## src/rtl/endpoint_tx_driver.sv

```systemverilog
`default_nettype none
// ============================================================================
// Module   : endpoint_tx_driver
// Brief    : Bus master that starts an endpoint TX message, streams its payload
//            words and polls for completion. Optional poll timeout enabled by
//            defining ENDPOINT_TX_DRIVER_TIMEOUT_EN.
// Revision : 1.0  initial release
// ============================================================================
module endpoint_tx_driver #(
    parameter int unsigned NUM_MSGS       = 4,
    parameter logic [31:0] TX_WRITE_ADDR  = 32'h0000,
    parameter logic [31:0] TX_SEND_ADDR   = 32'h0004,
    parameter int unsigned TIMEOUT_CYCLES = 1024
) (
    input  logic        clk,
    input  logic        n_rst,
    input  logic        cmd_valid,
    output logic        cmd_ready,
    input  logic [31:0] cmd_msg_id,
    input  logic        data_valid,
    output logic        data_ready,
    input  logic [31:0] data_word,
    input  logic        data_last,
    output logic [31:0] bus_addr,
    output logic        bus_wen,
    output logic        bus_ren,
    output logic [31:0] bus_wdata,
    output logic [3:0]  bus_strobe,
    input  logic [31:0] bus_rdata,
    input  logic        bus_error,
    input  logic        bus_request_stall,
    output logic        busy,
    output logic        done,
    output logic        err,
    output logic [1:0]  err_code
);

    localparam logic [2:0] c_ST_IDLE     = 3'd0;
    localparam logic [2:0] c_ST_START    = 3'd1;
    localparam logic [2:0] c_ST_POLL_ON  = 3'd2;
    localparam logic [2:0] c_ST_DATA     = 3'd3;
    localparam logic [2:0] c_ST_POLL_OFF = 3'd4;
    localparam logic [2:0] c_ST_FLUSH    = 3'd5;

    localparam logic [1:0] c_ERR_NONE = 2'b00;
    localparam logic [1:0] c_ERR_ID   = 2'b01;
    localparam logic [1:0] c_ERR_BUS  = 2'b10;
    localparam logic [1:0] c_ERR_TMO  = 2'b11;

    logic [2:0]  r_state;
    logic [2:0]  w_state_nxt;
    logic [31:0] r_msg_id;
    logic [31:0] r_hold_data;
    logic        r_hold_last;
    logic        r_hold_valid;
    logic        r_done;
    logic        r_err;
    logic [1:0]  r_err_code;
    logic        w_done_nxt;
    logic        w_err_nxt;
    logic [1:0]  w_code_nxt;

    logic        w_wen;
    logic        w_ren;
    logic [31:0] w_addr;
    logic [31:0] w_wdata;
    logic        w_xfer_ok;
    logic        w_xfer_err;
    logic        w_data_accept;
    logic        w_data_ready;
    logic        w_take;
    logic        w_bad_id;
    logic        w_timeout;
    logic        w_unused_rdata;

    assign w_unused_rdata = ^bus_rdata[31:1];

    // Bus drive is decoded purely from registered state, never from inputs
    always_comb begin
        w_wen   = 1'b0;
        w_ren   = 1'b0;
        w_addr  = 32'h0;
        w_wdata = 32'h0;
        case (r_state)
            c_ST_START: begin
                w_wen   = 1'b1;
                w_addr  = TX_SEND_ADDR;
                w_wdata = r_msg_id;
            end
            c_ST_POLL_ON, c_ST_POLL_OFF: begin
                w_ren  = 1'b1;
                w_addr = TX_SEND_ADDR;
            end
            c_ST_DATA: begin
                if (r_hold_valid) begin
                    w_wen   = 1'b1;
                    w_addr  = TX_WRITE_ADDR;
                    w_wdata = r_hold_data;
                end
            end
            default: ;
        endcase
    end

    assign w_xfer_ok     = (w_wen || w_ren) && !bus_request_stall && !bus_error;
    assign w_xfer_err    = (w_wen || w_ren) && bus_error;
    assign w_data_accept = (r_state == c_ST_DATA) && r_hold_valid && w_xfer_ok;
    assign w_bad_id      = (cmd_msg_id >= 32'(NUM_MSGS));

    // Stop taking words once the last one is held so the next message is untouched
    assign w_data_ready = ((r_state == c_ST_DATA) &&
                           (!r_hold_valid || (w_data_accept && !r_hold_last))) ||
                          (r_state == c_ST_FLUSH);
    assign w_take       = data_valid && w_data_ready;

`ifdef ENDPOINT_TX_DRIVER_TIMEOUT_EN
    localparam logic [31:0] c_TMO_LAST = 32'(TIMEOUT_CYCLES - 1);

    logic [31:0] r_tmo_cnt;
    logic        w_polling;

    assign w_polling = (r_state == c_ST_POLL_ON) || (r_state == c_ST_POLL_OFF);
    assign w_timeout = w_polling && (r_tmo_cnt == c_TMO_LAST);

    always_ff @(posedge clk or negedge n_rst) begin
        if (!n_rst) begin
            r_tmo_cnt <= 32'h0;
        end else if (w_state_nxt != r_state) begin
            r_tmo_cnt <= 32'h0;
        end else if (w_polling) begin
            r_tmo_cnt <= r_tmo_cnt + 32'h1;
        end
    end
`else
    localparam int unsigned c_unused_timeout = TIMEOUT_CYCLES;

    assign w_timeout = 1'b0;
`endif

    always_comb begin
        w_state_nxt = r_state;
        w_done_nxt  = 1'b0;
        w_err_nxt   = 1'b0;
        w_code_nxt  = r_err_code;
        case (r_state)
            c_ST_IDLE: begin
                if (cmd_valid) begin
                    if (w_bad_id) begin
                        w_err_nxt  = 1'b1;
                        w_code_nxt = c_ERR_ID;
                    end else begin
                        w_code_nxt  = c_ERR_NONE;
                        w_state_nxt = c_ST_START;
                    end
                end
            end
            c_ST_START: begin
                if (w_xfer_err) begin
                    w_code_nxt  = c_ERR_BUS;
                    w_state_nxt = c_ST_FLUSH;
                end else if (w_xfer_ok) begin
                    w_state_nxt = c_ST_POLL_ON;
                end
            end
            c_ST_POLL_ON: begin
                if (w_xfer_err) begin
                    w_code_nxt  = c_ERR_BUS;
                    w_state_nxt = c_ST_FLUSH;
                end else if (w_xfer_ok && bus_rdata[0]) begin
                    w_state_nxt = c_ST_DATA;
                end else if (w_timeout) begin
                    w_code_nxt  = c_ERR_TMO;
                    w_state_nxt = c_ST_FLUSH;
                end
            end
            c_ST_DATA: begin
                if (w_xfer_err) begin
                    w_code_nxt = c_ERR_BUS;
                    // A held last word means upstream has nothing left to drain
                    if (r_hold_last) begin
                        w_err_nxt   = 1'b1;
                        w_state_nxt = c_ST_IDLE;
                    end else begin
                        w_state_nxt = c_ST_FLUSH;
                    end
                end else if (w_data_accept && r_hold_last) begin
                    w_state_nxt = c_ST_POLL_OFF;
                end
            end
            c_ST_POLL_OFF: begin
                if (w_xfer_err) begin
                    w_err_nxt   = 1'b1;
                    w_code_nxt  = c_ERR_BUS;
                    w_state_nxt = c_ST_IDLE;
                end else if (w_xfer_ok && !bus_rdata[0]) begin
                    w_done_nxt  = 1'b1;
                    w_state_nxt = c_ST_IDLE;
                end else if (w_timeout) begin
                    w_err_nxt   = 1'b1;
                    w_code_nxt  = c_ERR_TMO;
                    w_state_nxt = c_ST_IDLE;
                end
            end
            c_ST_FLUSH: begin
                if (w_take && data_last) begin
                    w_err_nxt   = 1'b1;
                    w_state_nxt = c_ST_IDLE;
                end
            end
            default: w_state_nxt = c_ST_IDLE;
        endcase
    end

    always_ff @(posedge clk or negedge n_rst) begin
        if (!n_rst) begin
            r_state    <= c_ST_IDLE;
            r_msg_id   <= 32'h0;
            r_done     <= 1'b0;
            r_err      <= 1'b0;
            r_err_code <= c_ERR_NONE;
        end else begin
            r_state    <= w_state_nxt;
            r_done     <= w_done_nxt;
            r_err      <= w_err_nxt;
            r_err_code <= w_code_nxt;
            if ((r_state == c_ST_IDLE) && cmd_valid && !w_bad_id) begin
                r_msg_id <= cmd_msg_id;
            end
        end
    end

    always_ff @(posedge clk or negedge n_rst) begin
        if (!n_rst) begin
            r_hold_data  <= 32'h0;
            r_hold_last  <= 1'b0;
            r_hold_valid <= 1'b0;
        end else if (r_state != c_ST_DATA) begin
            r_hold_valid <= 1'b0;
        end else if (w_xfer_err) begin
            r_hold_valid <= 1'b0;
        end else if (w_take) begin
            r_hold_data  <= data_word;
            r_hold_last  <= data_last;
            r_hold_valid <= 1'b1;
        end else if (w_data_accept) begin
            r_hold_valid <= 1'b0;
        end
    end

    assign cmd_ready  = (r_state == c_ST_IDLE);
    assign data_ready = w_data_ready;
    assign bus_addr   = w_addr;
    assign bus_wen    = w_wen;
    assign bus_ren    = w_ren;
    assign bus_wdata  = w_wdata;
    assign bus_strobe = w_wen ? 4'hF : 4'h0;
    assign busy       = (r_state != c_ST_IDLE);
    assign done       = r_done;
    assign err        = r_err;
    assign err_code   = r_err_code;

endmodule
`default_nettype wire
```

## config.mk

```make
export PLATFORM = sky130hd
export DESIGN_NAME = endpoint_tx_driver
export DESIGN_NICKNAME = d
export VERILOG_FILES = /design/src/rtl/endpoint_tx_driver.sv
export SDC_FILE = /design/constraint.sdc
export NUM_CORES = 1
export LEC_CHECK = 0
export CAP_MARGIN = 20
export CORE_UTILIZATION = 35
export CTS_BUF_LIST = sky130_fd_sc_hd__clkbuf_16
export DETAILED_ROUTE_END_ITERATION = 12
export PLACE_DENSITY = 0.74
export SLEW_MARGIN = 20
export SYNTH_ARGS = -nofsm -noshare
export SYNTH_HDL_FRONTEND = slang
export SYNTH_SLANG_ARGS = --single-unit
```

## constraint.sdc

```tcl
create_clock -name clk -period 1.9 [get_ports clk]
set_clock_uncertainty 0.05 [all_clocks]
set_input_delay 0.38 -clock clk [delete_from_list [all_inputs] [get_ports clk]]
set_output_delay 0.38 -clock clk [all_outputs]
set_load 0.1 [all_outputs]
```

==> qor.yml, run 1 <==
clocking:
  root_buffer: "clkbuf_16"
  cts_tree: "yes"
  clock_latency_ps: 330
  clock_path_buffers: 2
  clock_sinks: 73
  htreeDepth: 3
  cts_buffers: 9
  clkSlewWorstSetupHoldPaths_ps: 60
pwr:
  peakVddDrop_v: 0.000988
  finalPower_uw: 9190
  powerDensity_mw_per_mm2: 1320
  power.leakage_uw: 0.00322
finish:
  multi_input_area_sq_mm: 0.00210
  instances_no_fill: 610
  seqCellArea_sq_mm: 0.00183
  antenna_cells: 0
  design_area_sq_mm: 0.00697
  final_common_cell: "dfrtp_1"
  n_fill_cell: 651
  final_cell_mix: "dfrtp_1, clkdlybuf4s50_1, buf_12"
  nNetsFinal: 575
  drive_gt1_share_pct: 50.5
  area_growth_pct: 91.0
worst_setup_path:
  criticalPathCategory: "reg2out"
  critPathMaxStageDelay_ps: 480
  critPathBufInv: 5
  critPathLaunch: "r_state[1]"
  r2r_start: "r_state[0]"
  cp.required_ps: 1470
  arrival_ps: 1850
  cpLargestDelayFamily: "buffers and inverters"
  crit_fanout: 6
  path_cells: "buf_4 > buf_6 > buf_4 > nor2b_4 > nor3b_4 > buf_6 > buf_12"
  slowest_stage: "dfrtp_2"
  setup.worst_path.end_class: "output port"
  startpoint_type: "register"
floorplanning:
  rows: 36
  core-area_sq_mm: 0.00995
  ios: 180
  chipWidth_um: 104
  initial_utilization_pct: 36.7
  fp.dieH_um: 104
  dieArea_sq_mm: 0.0108
synthesis:
  ys_seq_area_share_pct: 50.1
  synthCells: 298
  synth_flop_cell: "dfrtp_1"
  ys_ff_latch: 73
  synth_warnings: 0
  synth-async-reset-ratio_pct: 100
  synth_edf_count: 0
  avgSynthCellArea_sq_um: 12.2
  yosys.cell_types.count: 42
  synth_area_sq_mm: 0.00365
drt:
  post-route-drc-count: 0
  vias: 2989
  drt-pass1-iter-count: 4
  vias_per_cell: 4.90
  drtAntennaViolNets: 0
  routedWlPerCell_um: 18.1
  routed_wl_um: 11000
  drt_iter0_markers: 85
placement:
  numPortBuffers: 117
  placed_area_sq_mm: 0.00586
  finalWeightedCongestion: 0.879
  dp_cells: 560
  dp_hpwl_um: 6700
global_route:
  gr-total-overflow: 0
  grt_start_max_net_pins: 45
  grt_util_all_layers_pct: 18.8
  antenna_found_initial: 0
  grt_pass1_vias: 3058
  grt_pass1_wl_um: 16100
run:
  drv_cap: 0
timing:
  hold_violations: 0
  rsz0062_at_grt: "true"
  setup_slack_ps: -383
  max_freq_ghz: 0.438
  fin_crit_sh_pct: 120
  hold_slack_ps: 474
  period_needed_ps: 2280
  setup_violations: 110
  slew_violations: 0
worst_hold_path:
  hp-class: "in2async"
run_status:
  violations: "setup timing"
  status: "complete, but fails checks"
## cell type report
cell class                 count  share of cell area (%)
clock buffer                   9                    3.23
sequential                    73                    26.2
tap                          133                    2.39
clock inverter                 7                    1.01
inverter                       2                   0.162
timing repair buffer         188                    36.8
multi-input combinational    198                    30.1
## logic make-up (layout without fill, tap and decap cells)
group                  Yosys count  in the layout  synth area share [%]
multiplexers                    38             38                  14.7
buffers and inverters           57            206                  10.7
flip-flops                      73             73                  50.1
XOR/XNOR                         1              1                 0.240
other                            1             31                 0.103
AND/OR/NAND/NOR                 79             79                  13.1
AO/OA/AOI/OAI                   49             49                  11.1
## cell usage after synthesis (all sizes together) (2+ instances only)
library cell  instances  area [sq um]
dfrtp                73          1830
buf                  46           349
mux2                 37           526
nor2b                34           213
a22o                 32           280
clkbuf                9          33.8
nor2                  8          30.0
nand2                 7          26.3
nor4                  7          43.8
nand4                 6          52.6
nand3                 4          20.0
o21ai                 4          23.8
nor3b                 3          22.5
a21oi                 2          10.0
a31o                  2          17.5
a32oi                 2          17.5
and3                  2          12.5
inv                   2          7.51
nor3                  2          15.0
## per-stage QoR
stage / worst slack, ps / util [%] / setup TNS (ps)
after floorplan: -555 / - / -11800
after global placement: -442 / 58.9 / -27080
after detailed placement: -444 / 58.9 / -29420
after CTS: -356 / 65.2 / -16480
after global routing: -441 / 70.0 / -30600
final: -383 / 70.0 / -24210
## power breakdown
| group | leakage [uW] | internal [uW] | switching, uW |
|---|---|---|---|
| sequential | 0.000951 | 1970 | 377 |
| combinational | 0.00213 | 2420 | 2740 |
| clock | 0.000135 | 1010 | 675 |
| total | 0.00322 | 5400 | 3790 |
## worst register-to-register path: cells and delay by family (launching register included)
family,cells,cell delay (ps)
flip-flops,1,440
AO/OA/AOI/OAI,2,330
multiplexers,1,300
buffers and inverters,4,550
AND/OR/NAND/NOR,2,420
## path summary, 6_finish.rpt
check | endpoint | slack (ps) | cells after the start
setup / recovery | bus_wen | -380 | 7
hold / removal | r_hold_data[31] | 470 | 2
setup reg to reg | r_hold_data[3] | -300 | 9
hold reg to reg | r_msg_id[6] | 480 | 1
max in group asynchronous | r_hold_data[25] | 740 | 3
min in group clk | r_msg_id[6] | 480 | 1
## flip-flops by register name, summed over array words and instances, names as in the netlist
| name | count |
|---|---|
| r_hold_data | 32 |
| err_code | 2 |
| r_hold_last | 1 |
| err | 1 |
| r_state | 3 |
| r_hold_valid | 1 |
| r_msg_id | 32 |
| done | 1 |
## metal layers
metal	up-vias	share of wire, %	track usage [%]	routed length [um]
li1	1361	-	-	-
met1	1486	42	23.9	4600
met2	131	52	32.1	5730
met3	11	5.5	4.26	604
met4	0	0.88	4.90	97
met5	-	0	0	0
## what timing repair did
item / 4_1_cts / 5_1_grt
hold buffers: 1 / 0
setup buffers: 11 / 12
resized for setup: 28 / 50
endpoints found under the hold margin: 29 / 0
endpoints found under the setup margin: 107 / 107
cloned: 4 / 6
pin swaps: 8 / 24
No activity file was read; power rests on OpenSTA's default activity.
==> run 2, diff against run 1 <==
--- a/config.mk
+++ b/config.mk
@@ -9,7 +9,8 @@
 export CORE_UTILIZATION = 35
 export CTS_BUF_LIST = sky130_fd_sc_hd__clkbuf_16
 export DETAILED_ROUTE_END_ITERATION = 12
-export PLACE_DENSITY = 0.74
+export GPL_TIMING_DRIVEN = 1
+export PLACE_DENSITY = 0.85
 export SLEW_MARGIN = 20
 export SYNTH_ARGS = -nofsm -noshare
 export SYNTH_HDL_FRONTEND = slang
==> qor.yml, run 2 (synthesis results as in run 1) <==
run_status:
  status: "complete, but fails checks"
  violations: "setup timing"
floorplanning:
  chipWidth_um: 104
  ios: 180
  fp.dieH_um: 104
  rows: 36
  initial_utilization_pct: 36.7
  dieArea_sq_mm: 0.0108
  core-area_sq_mm: 0.00995
pwr:
  powerDensity_mw_per_mm2: 1330
  finalPower_uw: 9130
  peakVddDrop_v: 0.00112
  power.leakage_uw: 0.00321
clocking:
  htreeDepth: 3
  clock_latency_ps: 320
  clkSlewWorstSetupHoldPaths_ps: 60
  clock_sinks: 73
  cts_buffers: 9
  clock_path_buffers: 2
  root_buffer: "clkbuf_16"
  cts_tree: "yes"
global_route:
  antenna_found_initial: 0
  grt_util_all_layers_pct: 19.7
  grt_start_max_net_pins: 34
  gr-total-overflow: 0
  grt_pass1_wl_um: 16600
  grt_pass1_vias: 3180
finish:
  antenna_cells: 0
  area_growth_pct: 87.7
  final_common_cell: "dfrtp_1"
  reg_top3: "r_hold_data x32, r_msg_id x32, r_state x3"
  nNetsFinal: 577
  instances_no_fill: 612
  final_cell_mix: "dfrtp_1, clkdlybuf4s50_1, buf_12"
  drive_gt1_share_pct: 48.4
worst_setup_path:
  r2r_cells: 8
  cp_common_cell: "buf_12"
  startpoint_type: "register"
  setup.worst_path.end_class: "output port"
  cp.required_ps: 1470
  crit_fanout: 9
  r2r_slack_ps: -290
  critPathLaunch: "r_state[0]"
  crit_path_end: "bus_wdata[0]"
  path_depth: 6
  regToRegEndpoint: "r_hold_data[10]"
  slowest_stage: "dfrtp_2"
  arrival_ps: 1840
  path_cells: "buf_4 > and2_4 > buf_12 > buf_16 > a22o_4 > buf_12"
  critPathMaxStageDelay_ps: 480
  critPathBufInv: 4
  cpLargestDelayFamily: "buffers and inverters"
  criticalPathCategory: "reg2out"
  r2r_start: "r_state[1]"
drt:
  routed_wl_um: 10900
  post-route-drc-count: 0
  drt_iter0_markers: 56
  drt-pass1-iter-count: 4
  routedWlPerCell_um: 17.8
  vias_per_cell: 4.87
  vias: 2983
  drtAntennaViolNets: 0
placement:
  finalWeightedCongestion: 0.835
  dp_hpwl_um: 6880
  numPortBuffers: 117
  place_ws_ps: -450
  dp_cells: 565
worst_hold_path:
  hp-class: "in2async"
timing:
  fin_crit_sh_pct: 119
  max_freq_ghz: 0.441
  setup_slack_ps: -369
  rsz0062_at_grt: "true"
  period_needed_ps: 2270
  hold_violations: 0
  hold_slack_ps: 452
  setup_violations: 110
  slew_violations: 0
run:
  drv_cap: 0
-- run 2: cell count changes in the layout (fill, tap and decap cells not counted), sizes merged --
| cell | before | now |
|---|---|---|
| inv | 2 | 4 |
| clkinvlp | 4 | 3 |
| clkbuf | 15 | 11 |
| dlymetal6s2s | 1 | 0 |
| buf | 111 | 117 |
| bufinv | 1 | 0 |
| clkdlybuf4s50 | 69 | 70 |
-- run 2: area by class of cell --
cell class	instances	area, sq um
timing repair buffer	190	2580
fill	662	3100
clock buffer	9	225
tap	133	166
inverter	2	11.3
clock inverter	7	46.3
multi-input combinational	198	1990
sequential	73	1830
-- run 2: how the worst min path moves through the flow --
stage	start	to	slack [ps]	depth (start not counted)
global route	n_rst	r_hold_data[30]	470	2
global placement	n_rst	r_hold_data[15]	240	1
finish	n_rst	r_hold_data[30]	450	2
detailed placement	n_rst	r_hold_data[11]	240	1
CTS	n_rst	r_hold_data[30]	440	2
floorplan	n_rst	done	30	0
-- run 2: timing repair --
item	in CTS	in global routing
hold endpoints to repair	19	0
gates cloned	6	2
hold buffers	1	0
endpoints found under the setup margin	97	107
buffers inserted	11	16
gates resized for setup	37	29
pin swaps	9	27
-- run 2: per-layer routing --
layer  track usage (%)  part of all wire [%]  up-vias
met4              5.82                   1.8        0
met5                 0                     0        -
met1              24.2                    40     1475
li1                  -                     -     1359
met3              3.20                   4.8       16
met2              35.3                    53      133
-- run 2: power breakdown --
part	internal [uW]	switching [uW]
Clock	883	654
Sequential	1970	397
Combinational	2490	2730
-- run 2: through the flow --
step                TNS (ps)  util, %  cell area, sq um
floorplan             -11800        -              4220
global placement      -21120     59.4              5910
detailed placement    -24120     59.4              5910
CTS                   -16660     66.3              6600
global route          -31080     68.8              6850
finish                -25890     68.8              6850
==> run 3, diff against run 2 <==
--- a/config.mk
+++ b/config.mk
@@ -11,6 +11,7 @@
 export DETAILED_ROUTE_END_ITERATION = 12
 export GPL_TIMING_DRIVEN = 1
 export PLACE_DENSITY = 0.85
+export SKIP_LAST_GASP = 1
 export SLEW_MARGIN = 20
 export SYNTH_ARGS = -nofsm -noshare
 export SYNTH_HDL_FRONTEND = slang
==> qor.yml, run 3 (synthesis results as in run 1) <==
drt:
  drtAntennaViolNets: 0
  vias_per_cell: 4.91
  post-route-drc-count: 0
  routed_wl_um: 11000
  vias: 3007
  routedWlPerCell_um: 17.9
  drt-pass1-iter-count: 4
  drt_iter0_markers: 107
clocking:
  clock_latency_ps: 320
  root_buffer: "clkbuf_16"
  cts_tree: "yes"
  cts_buffers: 9
  clock_path_buffers: 2
  clock_sinks: 73
  clkSlewWorstSetupHoldPaths_ps: 60
  htreeDepth: 3
worst_setup_path:
  crit_fanout: 7
  slowest_stage: "dfrtp_2"
  startpoint_type: "register"
  cp.required_ps: 1470
  regToRegEndpoint: "r_hold_data[21]"
  r2r_start: "r_state[0]"
  path_cells: "buf_6 > nand3b_1 > nand4_4 > o21ai_4 > a21oi_2 > nor2b_2 > buf_12"
  r2r_cells: 9
  critPathBufInv: 2
  setup.worst_path.end_class: "output port"
  critPathMaxStageDelay_ps: 480
  cpLargestDelayFamily: "flip-flops"
  criticalPathCategory: "reg2out"
  arrival_ps: 1880
  r2r_slack_ps: -350
global_route:
  grt_pass1_wl_um: 16600
  grt_util_all_layers_pct: 19.7
  grt_start_max_net_pins: 34
  grt_pass1_vias: 3153
  antenna_found_initial: 0
  gr-total-overflow: 0
timing:
  setup_slack_ps: -411
  hold_violations: 0
  slew_violations: 0
  fin_crit_sh_pct: 122
  max_freq_ghz: 0.433
  period_needed_ps: 2310
  rsz0062_at_grt: "true"
  setup_violations: 107
worst_hold_path:
  hp-class: "in2async"
run:
  drv_cap: 0
pwr:
  peakVddDrop_v: 0.00112
  power.leakage_uw: 0.00318
  powerDensity_mw_per_mm2: 1330
floorplanning:
  rows: 36
  ios: 180
  initial_utilization_pct: 36.7
  fp.dieH_um: 104
  core-area_sq_mm: 0.00995
  dieArea_sq_mm: 0.0108
  chipWidth_um: 104
placement:
  numPortBuffers: 117
  dp_hpwl_um: 6880
  place_ws_ps: -450
  finalWeightedCongestion: 0.835
finish:
  antenna_cells: 0
  nNetsFinal: 578
  area_growth_pct: 87.2
  final_common_cell: "dfrtp_1"
  drive_gt1_share_pct: 49.2
  final_cell_mix: "dfrtp_1, clkdlybuf4s50_1, buf_12"
  fin_util_pct: 68.6
  n_fill_cell: 655
  reg_top3: "r_hold_data x32, r_msg_id x32, r_state x3"
run_status:
  violations: "setup timing"
  status: "complete, but fails checks"
run 3: cell types whose count changed in the layout (fill, tap and decap cells not counted), sizes merged:
| cell | change |
|---|---|
| buf | +1 |
run 3: final cells by class:
class                           instances  area, sq um  share of cell area, %
Clock inverter                          7         46.3                  0.678
Sequential cell                        73         1830                   26.8
Inverter                                2         11.3                  0.165
Multi-Input combinational cell        198         1980                   29.0
Tap cell                              133          166                   2.44
Clock buffer                            9          225                   3.30
Timing Repair Buffer                  191         2570                   37.7
run 3: how the worst max path moves through the flow:
stage | startpoint | endpoint | cells past startpoint
final | r_state[0] | data_ready | 7
after global routing | r_state[0] | data_ready | 7
after CTS | r_state[1] | bus_wdata[31] | 5
after detailed placement | bus_request_stall | r_hold_data[19] | 7
after global placement | bus_request_stall | r_hold_data[21] | 7
after floorplan | r_state[0] | bus_strobe[0] | 4
run 3: metal layers:
metal / GRT usage (%) / vias to the layer above / wire length (um)
li1: - / 1359 / -
met1: 24.3 / 1498 / 4480
met2: 35.3 / 134 / 5840
met3: 3.26 / 16 / 509
met4: 5.71 / 0 / 173
met5: 0 / - / 0
run 3: report_power, final:
group          internal (uW)  leakage [uW]  switching, uW  total (uW)
Combinational           2430       0.00210           2730        5160
Clock                    883      0.000133            660        1540
Sequential              1970      0.000951            387        2350
Total                   5280       0.00318           3780        9060
run 3: timing repair:
item,4_1_cts,5_1_grt
hold buffers,1,0
pin swaps,9,25
setup buffers,11,16
endpoints found under the setup margin,97,107
resized for setup,31,27
cloned,6,2
endpoints found under the hold margin,19,0
run 3: metrics by stage:
step                instances  TNS, ps  total power (uW)  hold WS [ps]  area, sq um
floorplan                 328   -11800              5520          34.4         4220
global placement          565   -21120              6600           240         5910
detailed placement        565   -24120              6720           244         5910
CTS                       599   -16800              8850           443         6580
global route              613   -31750              9380           464         6830
finish                    613   -26400              9060           451         6830
